$ cat config.mk
export PLATFORM = sky130hd
export DESIGN_NAME = reorder_buffer
export DESIGN_NICKNAME = d
export VERILOG_FILES = /design/src/rtl/reorder_buffer_pkg.sv /design/src/rtl/reorder_buffer.sv
export SDC_FILE = /design/constraint.sdc
export NUM_CORES = 1
export LEC_CHECK = 0
export CORE_ASPECT_RATIO = 0.5
export CORE_MARGIN = 1.5
export CORE_UTILIZATION = 25
export CTS_CLUSTER_DIAMETER = 30
export DETAILED_ROUTE_END_ITERATION = 12
export HOLD_SLACK_MARGIN = 0.06
export PLACE_DENSITY = 0.51
export SYNTH_ARGS = -nofsm -noshare
export SYNTH_HDL_FRONTEND = slang
export SYNTH_SLANG_ARGS = --single-unit
$ cat constraint.sdc
create_clock -name clk -period 3.4 [get_ports clk]
set_clock_uncertainty 0.1 [all_clocks]
set_input_delay 0.68 -clock clk [delete_from_list [all_inputs] [get_ports clk]]
set_output_delay 0.68 -clock clk [all_outputs]
set_load 0.1 [all_outputs]
$ cat src/rtl/reorder_buffer_pkg.sv
// Shared constants and entry record for the reorder buffer.
package reorder_buffer_pkg;

    localparam int unsigned ROB_DEPTH  = 16;
    localparam int unsigned ROB_IDX_W  = 4;
    localparam int unsigned PREG_WIDTH = 6;
    localparam int unsigned AREG_WIDTH = 5;
    localparam int unsigned PC_WIDTH   = 12;

    // One ROB entry's payload; valid/done live in separate flag vectors.
    typedef struct packed {
        logic                  reg_write;
        logic [AREG_WIDTH-1:0] ard;
        logic [PREG_WIDTH-1:0] prd;
        logic [PREG_WIDTH-1:0] old_prd;
        logic [PC_WIDTH-1:0]   pc;
        logic                  is_store;
    } rob_entry_t;

endpackage

$ cat src/rtl/reorder_buffer.sv
// In-order reorder buffer: allocates at tail, marks completion from two writeback
// ports, and retires at most one done entry per cycle from head.
module reorder_buffer
    import reorder_buffer_pkg::*;
(
    input  logic                  clk,
    input  logic                  rst,

    input  logic                  alloc_valid,
    output logic                  alloc_ready,
    input  logic                  alloc_reg_write,
    input  logic [AREG_WIDTH-1:0] alloc_ard,
    input  logic [PREG_WIDTH-1:0] alloc_prd,
    input  logic [PREG_WIDTH-1:0] alloc_old_prd,
    input  logic [PC_WIDTH-1:0]   alloc_pc,
    input  logic                  alloc_is_store,
    output logic [ROB_IDX_W-1:0]  alloc_idx,

    input  logic                  cmp0_valid,
    input  logic [ROB_IDX_W-1:0]  cmp0_idx,
    input  logic                  cmp1_valid,
    input  logic [ROB_IDX_W-1:0]  cmp1_idx,

    output logic                  retire_valid,
    output logic [AREG_WIDTH-1:0] retire_ard,
    output logic [PREG_WIDTH-1:0] retire_prd,
    output logic [PC_WIDTH-1:0]   retire_pc,
    output logic                  rob_push,
    output logic [PREG_WIDTH-1:0] rob_free_reg,
    output logic                  store_commit,

    output logic [ROB_IDX_W:0]    count,
    output logic                  empty,
    output logic                  full
);

    // Pointers carry an extra wrap bit to tell full from empty.
    logic [ROB_IDX_W:0]    head_q, tail_q;
    logic [ROB_IDX_W-1:0]  head_idx, tail_idx;
    logic [ROB_DEPTH-1:0]  valid_q, done_q;

    // Flat per-field payload storage.
    logic                  reg_write_q [ROB_DEPTH];
    logic [AREG_WIDTH-1:0] ard_q       [ROB_DEPTH];
    logic [PREG_WIDTH-1:0] prd_q       [ROB_DEPTH];
    logic [PREG_WIDTH-1:0] old_prd_q   [ROB_DEPTH];
    logic [PC_WIDTH-1:0]   pc_q        [ROB_DEPTH];
    logic                  is_store_q  [ROB_DEPTH];

    rob_entry_t head_entry;
    logic       do_alloc;
    logic       do_retire;

    assign head_idx    = head_q[ROB_IDX_W-1:0];
    assign tail_idx    = tail_q[ROB_IDX_W-1:0];
    assign full        = (head_idx == tail_idx) && (head_q[ROB_IDX_W] != tail_q[ROB_IDX_W]);
    assign empty       = (head_q == tail_q);
    assign count       = tail_q - head_q;
    assign alloc_ready = !full;
    assign alloc_idx   = tail_idx;

    // full is judged before this cycle's retire, so a slot freed now is reused next cycle.
    assign do_alloc  = alloc_valid && !full;
    assign do_retire = valid_q[head_idx] && done_q[head_idx];

    // Gather the head entry's payload for the retire registers.
    always_comb begin
        head_entry           = '0;
        head_entry.reg_write = reg_write_q[head_idx];
        head_entry.ard       = ard_q[head_idx];
        head_entry.prd       = prd_q[head_idx];
        head_entry.old_prd   = old_prd_q[head_idx];
        head_entry.pc        = pc_q[head_idx];
        head_entry.is_store  = is_store_q[head_idx];
    end

    // Head/tail pointers.
    always_ff @(posedge clk) begin
        if (rst) begin
            head_q <= '0;
            tail_q <= '0;
        end else begin
            if (do_alloc)  tail_q <= tail_q + 1'b1;
            if (do_retire) head_q <= head_q + 1'b1;
        end
    end

    // Entry valid/done flags; completions on invalid entries are dropped.
    always_ff @(posedge clk) begin
        if (rst) begin
            valid_q <= '0;
            done_q  <= '0;
        end else begin
            if (do_retire) valid_q[head_idx] <= 1'b0;
            if (cmp0_valid && valid_q[cmp0_idx]) done_q[cmp0_idx] <= 1'b1;
            if (cmp1_valid && valid_q[cmp1_idx]) done_q[cmp1_idx] <= 1'b1;
            // Alloc never targets head while retiring (that would need full), so no clash.
            if (do_alloc) begin
                valid_q[tail_idx] <= 1'b1;
                done_q[tail_idx]  <= 1'b0;
            end
        end
    end

    // Payload write on allocation; contents are meaningless while the entry is invalid.
    always_ff @(posedge clk) begin
        if (do_alloc) begin
            reg_write_q[tail_idx] <= alloc_reg_write;
            ard_q[tail_idx]       <= alloc_ard;
            prd_q[tail_idx]       <= alloc_prd;
            old_prd_q[tail_idx]   <= alloc_old_prd;
            pc_q[tail_idx]        <= alloc_pc;
            is_store_q[tail_idx]  <= alloc_is_store;
        end
    end

    // Registered retire outputs: strobes pulse for one cycle, data holds between retires.
    always_ff @(posedge clk) begin
        if (rst) begin
            retire_valid <= 1'b0;
            rob_push     <= 1'b0;
            store_commit <= 1'b0;
            retire_ard   <= '0;
            retire_prd   <= '0;
            retire_pc    <= '0;
            rob_free_reg <= '0;
        end else begin
            retire_valid <= do_retire;
            rob_push     <= do_retire && head_entry.reg_write;
            store_commit <= do_retire && head_entry.is_store;
            if (do_retire) begin
                retire_ard   <= head_entry.ard;
                retire_prd   <= head_entry.prd;
                retire_pc    <= head_entry.pc;
                rob_free_reg <= head_entry.old_prd;
            end
        end
    end

endmodule

==> run summary, run 1 <==
Clock Sinks: 574
min Tclk post-route: 3260 ps
hold buffers post-CTS: 0
max-slew violations: 0
Async SR Flop Fraction: 0
first-pass iteration count of the detailed router: 5
first-pass GRT wire length: 83300 um
crit path capture: count[4]
Critical path origin: tail_q[0]$_SDFFE_PP0P_
DRT iter0 DRCs: 846
commonest cells after routing, fill and taps aside: 496 x edfxtp_1, 137 x mux4_2, 120 x clkbuf_16
Netlist Area Pre-Place: 22700 sq um
Synth Area in Adders: 0.00751
Reg with most FFs: pc_q
Mapped Cells: 1205
power density over the cells: 685 nW/um^2
r2r setup slk: 570 ps
Slew @ Worst Pin: 1190 ps
ANT cells: 0
post-route insts no fill: 2663
clk root buf: clkbuf_16
Nets: 1433
Sw Share: 0.205
simple-gate share of the synthesized area: 0.0415
Finished Cell Area: 29200 sq um
Max Freq: 0.307 GHz
ys flop type: edfxtp_1
RSZ-0062 raised after global routing: false
IO Pins: 88
Seq/Total Area, Yosys: 0.726
largest family of logic cells by synthesized area: multiplexers
max reg flops: 192
H-tree depth: 3
vias in the first global route: 12.7k
Ys Warns: 0
Post-Synth XOR/XNOR Area: 0.00342
Final setup viols: 0
die area: 92600 sq um
reg2reg start: head_q[1]$_SDFFE_PP0N_
Die Wd: 429 um
R2R Path End: pc_q[9][1]$_DFFE_PP_
Largest regs: pc_q x192, old_prd_q x96, prd_q x96
DRC violations left: 0
Cell Rows: 77
R2R cell count: 7
distinct cell type count after synthesis: 54
chip height: 216 um
worst hold path type: register to register
final period utilization: 0.958
Final Hold Viols: 0
GRT Residual Overflow: 0
Yosys reg bits: 574
core area: 89000 sq um
Leak: 0.00938 uW
Seq pwr share: 0.389
Layout Utilization: 0.328
post-synthesis compound-gate area fraction: 0.0594
Power Total: 20000 uW
CTS clk-pin slew, worst paths: 40 ps
vias per std cell: 4.52
routed via count: 12.0k
Starting Density: 0.255
P_sw: 4110 uW
CTS tree: built
CP Launch Type: register
clk buf depth: 3
I/O Buffers: 87
EDFF count, synth: 496
initial antenna violation count: 1
wire per inst: 20.9 um
power share of the combinational group: 0.033
peak supply drop: 401 uV
DP Cell Count: 2440
clock group share of total power: 0.578
Max Cap Violations: 0
crit path max fanout: 6
most common cell after layout, fill and taps aside: edfxtp_1
Int Power: 15900 uW
Worst EP required: 2620 ps
post-synthesis mux area share: 0.138
Slew headroom: 0.204
layout cells sized above 1: 0.335
Sum Neg Setup Slack: 0 ps
all-layer global routing usage: 0.120
synthesis-to-finish area growth: 29.0%
CP endpoint kind: output port
Syn Area/Cell: 18.8 sq um
GP Congestion: 0.778
HPWL after DPL: 32000 um
Synthesized Nets: 1262
Post-Route WL: 55800 um
WP data arrival: 2480 ps
largest net degree at the start of global routing: 78
kind of critical path: register to output port
Clk Latency, worst-skew pair: 640 ps
Placement Cell Area: 25100 sq um
outcome: finished, final reports clean
total CTS buffers: 118
post-route ant nets: 0
[through the flow]
step                      hold WS, ps  setup WS (ps)
after floorplan                   370            196
after global routing              376           21.2
after detailed placement          352            433
after CTS                         361           34.7
final                             358            142
after global placement            348            416
[power groups by stage]
stage | registers, uW | logic [uW] | clock network [uW]
5_1_grt | 7780 | 719 | 12100
3_5_place_dp | 7910 | 679 | 0
3_3_place_gp | 7910 | 677 | 0
2_1_floorplan | 7900 | 328 | 0
4_1_cts | 7780 | 681 | 11800
6_report | 7780 | 668 | 11600
[repair_timing]
action / CTS / global route
cloned: 0 / 0
buffers inserted: 0 / 1
setup endpoints to repair: 4 / 3
pin swaps: 1 / 2
resized for setup: 4 / 2
[Yosys cell counts (3+ instances only)]
master,n,share of area
a21oi_1,35,0.0077
a21oi_2,21,0.0081
a22oi_1,58,0.019
a311oi_1,8,0.0031
a31oi_1,4,0.0011
and2_1,4,0.0011
buf_2,29,0.0064
buf_4,9,0.0030
buf_6,8,0.0040
clkbuf_1,26,0.0043
dfxtp_1,78,0.069
edfxtp_1,496,0.66
ha_1,12,0.0066
inv_1,24,0.0040
inv_2,4,0.00066
mux4_2,137,0.14
nand2_1,50,0.0083
nand2b_1,3,0.00083
nand3_1,23,0.0051
nand3_2,20,0.0088
nand3b_1,5,0.0017
nor2_1,37,0.0061
nor2b_1,5,0.0014
nor3_1,7,0.0015
nor3b_1,3,0.00099
o211ai_1,4,0.0013
o21ai_1,42,0.0093
o22a_1,9,0.0035
o32a_1,4,0.0018
or2_2,4,0.0011
xnor2_1,5,0.0019
[worst min path at each step]
| stage | from | to | slack, ps | cells past startpoint |
|---|---|---|---|---|
| after floorplan | valid_q[15]$_SDFF_PP0_ | valid_q[15]$_SDFF_PP0_ | 370 | 2 |
| after global placement | retire_ard[0]$_SDFFE_PP0N_ | retire_ard[0]$_SDFFE_PP0N_ | 350 | 2 |
| after detailed placement | retire_pc[10]$_SDFFE_PP0N_ | retire_pc[10]$_SDFFE_PP0N_ | 350 | 2 |
| after CTS | rob_free_reg[3]$_SDFFE_PP0N_ | rob_free_reg[3]$_SDFFE_PP0N_ | 360 | 2 |
| after global routing | rob_free_reg[2]$_SDFFE_PP0N_ | rob_free_reg[2]$_SDFFE_PP0N_ | 380 | 2 |
| final | retire_pc[3]$_SDFFE_PP0N_ | retire_pc[3]$_SDFFE_PP0N_ | 360 | 2 |
[logic make-up after synthesis]
kind of cell | count (synthesis)
AO/OA/AOI/OAI | 195
XOR/XNOR | 8
adder cells (fa/ha/maj) | 13
buffers and inverters | 103
flip-flops | 574
multiplexers | 139
AND/OR/NAND/NOR | 173
[worst max-delay path, stage by stage, from the launching register on]
cell     delay [ps]
dfxtp_4         370
inv_1            80
ha_1            230
fa_2            370
inv_1            70
a21o_1          100
a21oi_1          90
xnor2_2         310
buf_12          220
[metal layers]
layer	up-vias	GRT usage	share of wire	wire length, um
li1	5307	-	-	-
met1	6303	0.161	0.45	25200
met2	317	0.193	0.48	26600
met3	107	0.0222	0.043	2380
met4	2	0.0441	0.027	1520
met5	-	0	0.00022	12
[final cells by class]
class	instances	area [sq um]
fill	8528	59800
sequential	574	16500
multi-input combinational	528	5740
clock buffer	140	3130
tap	1185	1480
timing repair buffer	126	1350
clock inverter	82	958
inverter	28	105
No activity file was read; power rests on OpenSTA's default activity.
==> run 2: changes to the inputs <==
--- a/config.mk
+++ b/config.mk
@@ -5,6 +5,7 @@
 export SDC_FILE = /design/constraint.sdc
 export NUM_CORES = 1
 export LEC_CHECK = 0
+export CAP_MARGIN = 10
 export CORE_ASPECT_RATIO = 0.5
 export CORE_MARGIN = 1.5
 export CORE_UTILIZATION = 25
@@ -12,6 +13,7 @@
 export DETAILED_ROUTE_END_ITERATION = 12
 export HOLD_SLACK_MARGIN = 0.06
 export PLACE_DENSITY = 0.51
+export SKIP_LAST_GASP = 1
 export SYNTH_ARGS = -nofsm -noshare
 export SYNTH_HDL_FRONTEND = slang
 export SYNTH_SLANG_ARGS = --single-unit
==> run 2 against run 1 <==
Against the previous run:
- core utilization barely moved
- register-to-register slack improved by 30 ps
- first-iteration DRC count is 0.59% higher
- cell count up 0.11%
- flip-flop and latch count is the same
- total power hardly changed
- clock-buffer cell count is the same
- largest cell class unchanged
- largest power group unchanged
==> run summary, run 2 (synthesis gave the netlist of run 1 again) <==
outcome: finished, final reports clean (unchanged)
reg2reg start: head_q[1]$_SDFFE_PP0N_ (unchanged)
ANT cells: 0 (unchanged)
first-pass GRT wire length: 83300 um (unchanged)
Slew headroom: 0.215 (was 0.204)
die area: 92600 sq um (unchanged)
worst path cell trace: clkinvlp_4 > ha_1 > nand4_1 > or2_2 > inv_1 > buf_12 (was inv_1 > ha_1 > fa_2 > inv_1 > a21o_1 > a21oi_1 > xnor2_2 > buf_12)
Leak: 0.00939 uW (was 0.00938 uW)
WP data arrival: 2480 ps (about the same)
wire per inst: 20.9 um (about the same)
Clk Latency, worst-skew pair: 640 ps (about the same)
Worst path slowest cell: dfxtp_4 (unchanged)
kind of critical path: register to output port (unchanged)
RSZ-0062 raised after global routing: true (was false)
max reg flops: 192 (unchanged)
Worst EP required: 2620 ps (about the same)
HPWL after DPL: 32000 um (unchanged)
H-tree depth: 3 (unchanged)
CTS clk-pin slew, worst paths: 40 ps (about the same)
min Tclk post-route: 3260 ps (about the same)
chip height: 216 um (unchanged)
DRC violations left: 0 (unchanged)
most common cell after layout, fill and taps aside: edfxtp_1 (unchanged)
IO Pins: 88 (unchanged)
Clock Sinks: 574 (unchanged)
total CTS buffers: 118 (unchanged)
worst hold path type: register to register (unchanged)
CP peak stage delay: 470 ps (was 370 ps)
Slew @ Worst Pin: 1180 ps (was 1190 ps)
vias in the first global route: 12.7k (unchanged)
final period utilization: 0.960 (was 0.958)
power density over the cells: 684 nW/um^2 (was 685 nW/um^2)
largest net degree at the start of global routing: 78 (unchanged)
worst path bufs/invs: 3 (unchanged)
r2r setup slk: 600 ps (was 570 ps)
first-pass iteration count of the detailed router: 5 (unchanged)
Min-Delay Endpoint: retire_pc[3]$_SDFFE_PP0N_ (unchanged)
crit path max fanout: 10 (was 6)
filler cell count: 8529 (was 8528)
Reg with most FFs: pc_q (unchanged)
Max Freq: 0.306 GHz (was 0.307 GHz)
R2R Path End: pc_q[9][1]$_DFFE_PP_ (unchanged)
layout cells sized above 1: 0.338 (was 0.335)
CP endpoint kind: output port (unchanged)
Power Total: 20000 uW (about the same)
GP Congestion: 0.778 (unchanged)
max-slew violations: 0 (unchanged)
hold path depth: 2 (unchanged)
commonest cells after routing, fill and taps aside: 496 x edfxtp_1, 137 x mux4_2, 120 x clkbuf_16 (unchanged)
Starting Density: 0.255 (unchanged)
Die Wd: 429 um (unchanged)
Largest regs: pc_q x192, old_prd_q x96, prd_q x96 (unchanged)
Nets: 1436 (was 1433)
synthesis-to-finish area growth: 29.1% (was 29.0%)
Final setup viols: 0 (unchanged)
peak supply drop: 401 uV (about the same)
routed via count: 12.1k (was 12.0k)
Cell Rows: 77 (unchanged)
Crit path max-delay family: simple AND/OR/NAND/NOR gates (was adder cells)
CTS tree: built (unchanged)
vias per std cell: 4.53 (was 4.52)
CP Launch Type: register (unchanged)
clk root buf: clkbuf_16 (unchanged)
Post-Route WL: 55700 um (was 55800 um)
core area: 89000 sq um (unchanged)
DRT iter0 DRCs: 851 (was 846)
initial antenna violation count: 1 (unchanged)
all-layer global routing usage: 0.120 (unchanged)
Max Cap Violations: 0 (unchanged)
I/O Buffers: 87 (unchanged)
R2R cell count: 7 (unchanged)
worst hold margin: 359 ps (was 358 ps)
GRT Residual Overflow: 0 (unchanged)
Final Hold Viols: 0 (unchanged)
clk buf depth: 3 (unchanged)
post-route ant nets: 0 (unchanged)
Min-Delay Startpoint: retire_pc[3]$_SDFFE_PP0N_ (unchanged)
-- run 2: changes by cell type in the layout (fill, tap and decap cells not counted) --
cell	delta
or2_2	+1
inv_1	-1
ha_2	+1
buf_4	+3
clkinvlp_4	+1
ha_1	-1
or2_4	-1
-- run 2: worst max path at each step --
stage	depth (start not counted)	to	start
final	6	full	head_q[1]$_SDFFE_PP0N_
after global routing	6	full	head_q[2]$_SDFFE_PP0N_
after CTS	6	full	head_q[1]$_SDFFE_PP0N_
after detailed placement	7	prd_q[9][4]$_DFFE_PP_	head_q[2]$_SDFFE_PP0N_
after global placement	5	ard_q[9][1]$_DFFE_PP_	alloc_valid
after floorplan	6	ard_q[15][0]$_DFFE_PP_	head_q[1]$_SDFFE_PP0N_
-- run 2: layout make-up --
type	instances	area, sq um	area share
clock buffers	140	3130	0.107
clock inverters	82	958	0.0328
inverters	28	109	0.00372
multi-input cells	528	5740	0.196
flip-flops and latches	574	16500	0.563
well taps	1185	1480	0.0507
repair buffers	129	1370	0.0469
-- run 2: worst reg2reg max path, cell delays in order, from the launching register on --
cell	delay [ps]
dfxtp_4	470
clkinvlp_4	170
ha_1	310
nand4_1	170
o21a_1	490
nand3_1	210
inv_2	390
buf_12	210
-- run 2: metrics by stage --
stage               cells  setup TNS, ps  instance area (sq um)  setup WS, ps  utilization
finish               2666              0                  29300           135        0.329
global route         2666          -18.3                  29300         -18.3        0.329
CTS                  2662          -27.0                  29200         -27.0        0.328
detailed placement   2440              0                  25100           433        0.282
global placement     2440              0                  25100           416        0.282
floorplan            1205              0                  22700           196            -
-- run 2: repair_timing --
item,4_1_cts,5_1_grt
hold buffers,0,0
setup endpoints to repair,4,4
resized for setup,3,4
pin swaps,1,2
setup buffers,0,4
-- run 2: power by group --
group	switching (uW)	internal [uW]	total, uW
combinational	454	218	672
sequential	27.7	7760	7780
clock	3630	7940	11600
total	4110	15900	20000
-- run 2: per-layer routing --
layer / vias up / share of wire / wire length, um / GRT usage
met5: - / 0.00022 / 12 / 0
met4: 2 / 0.028 / 1580 / 0.0441
met3: 114 / 0.042 / 2320 / 0.0222
met2: 321 / 0.48 / 26600 / 0.193
met1: 6340 / 0.45 / 25200 / 0.161
li1: 5311 / - / - / -
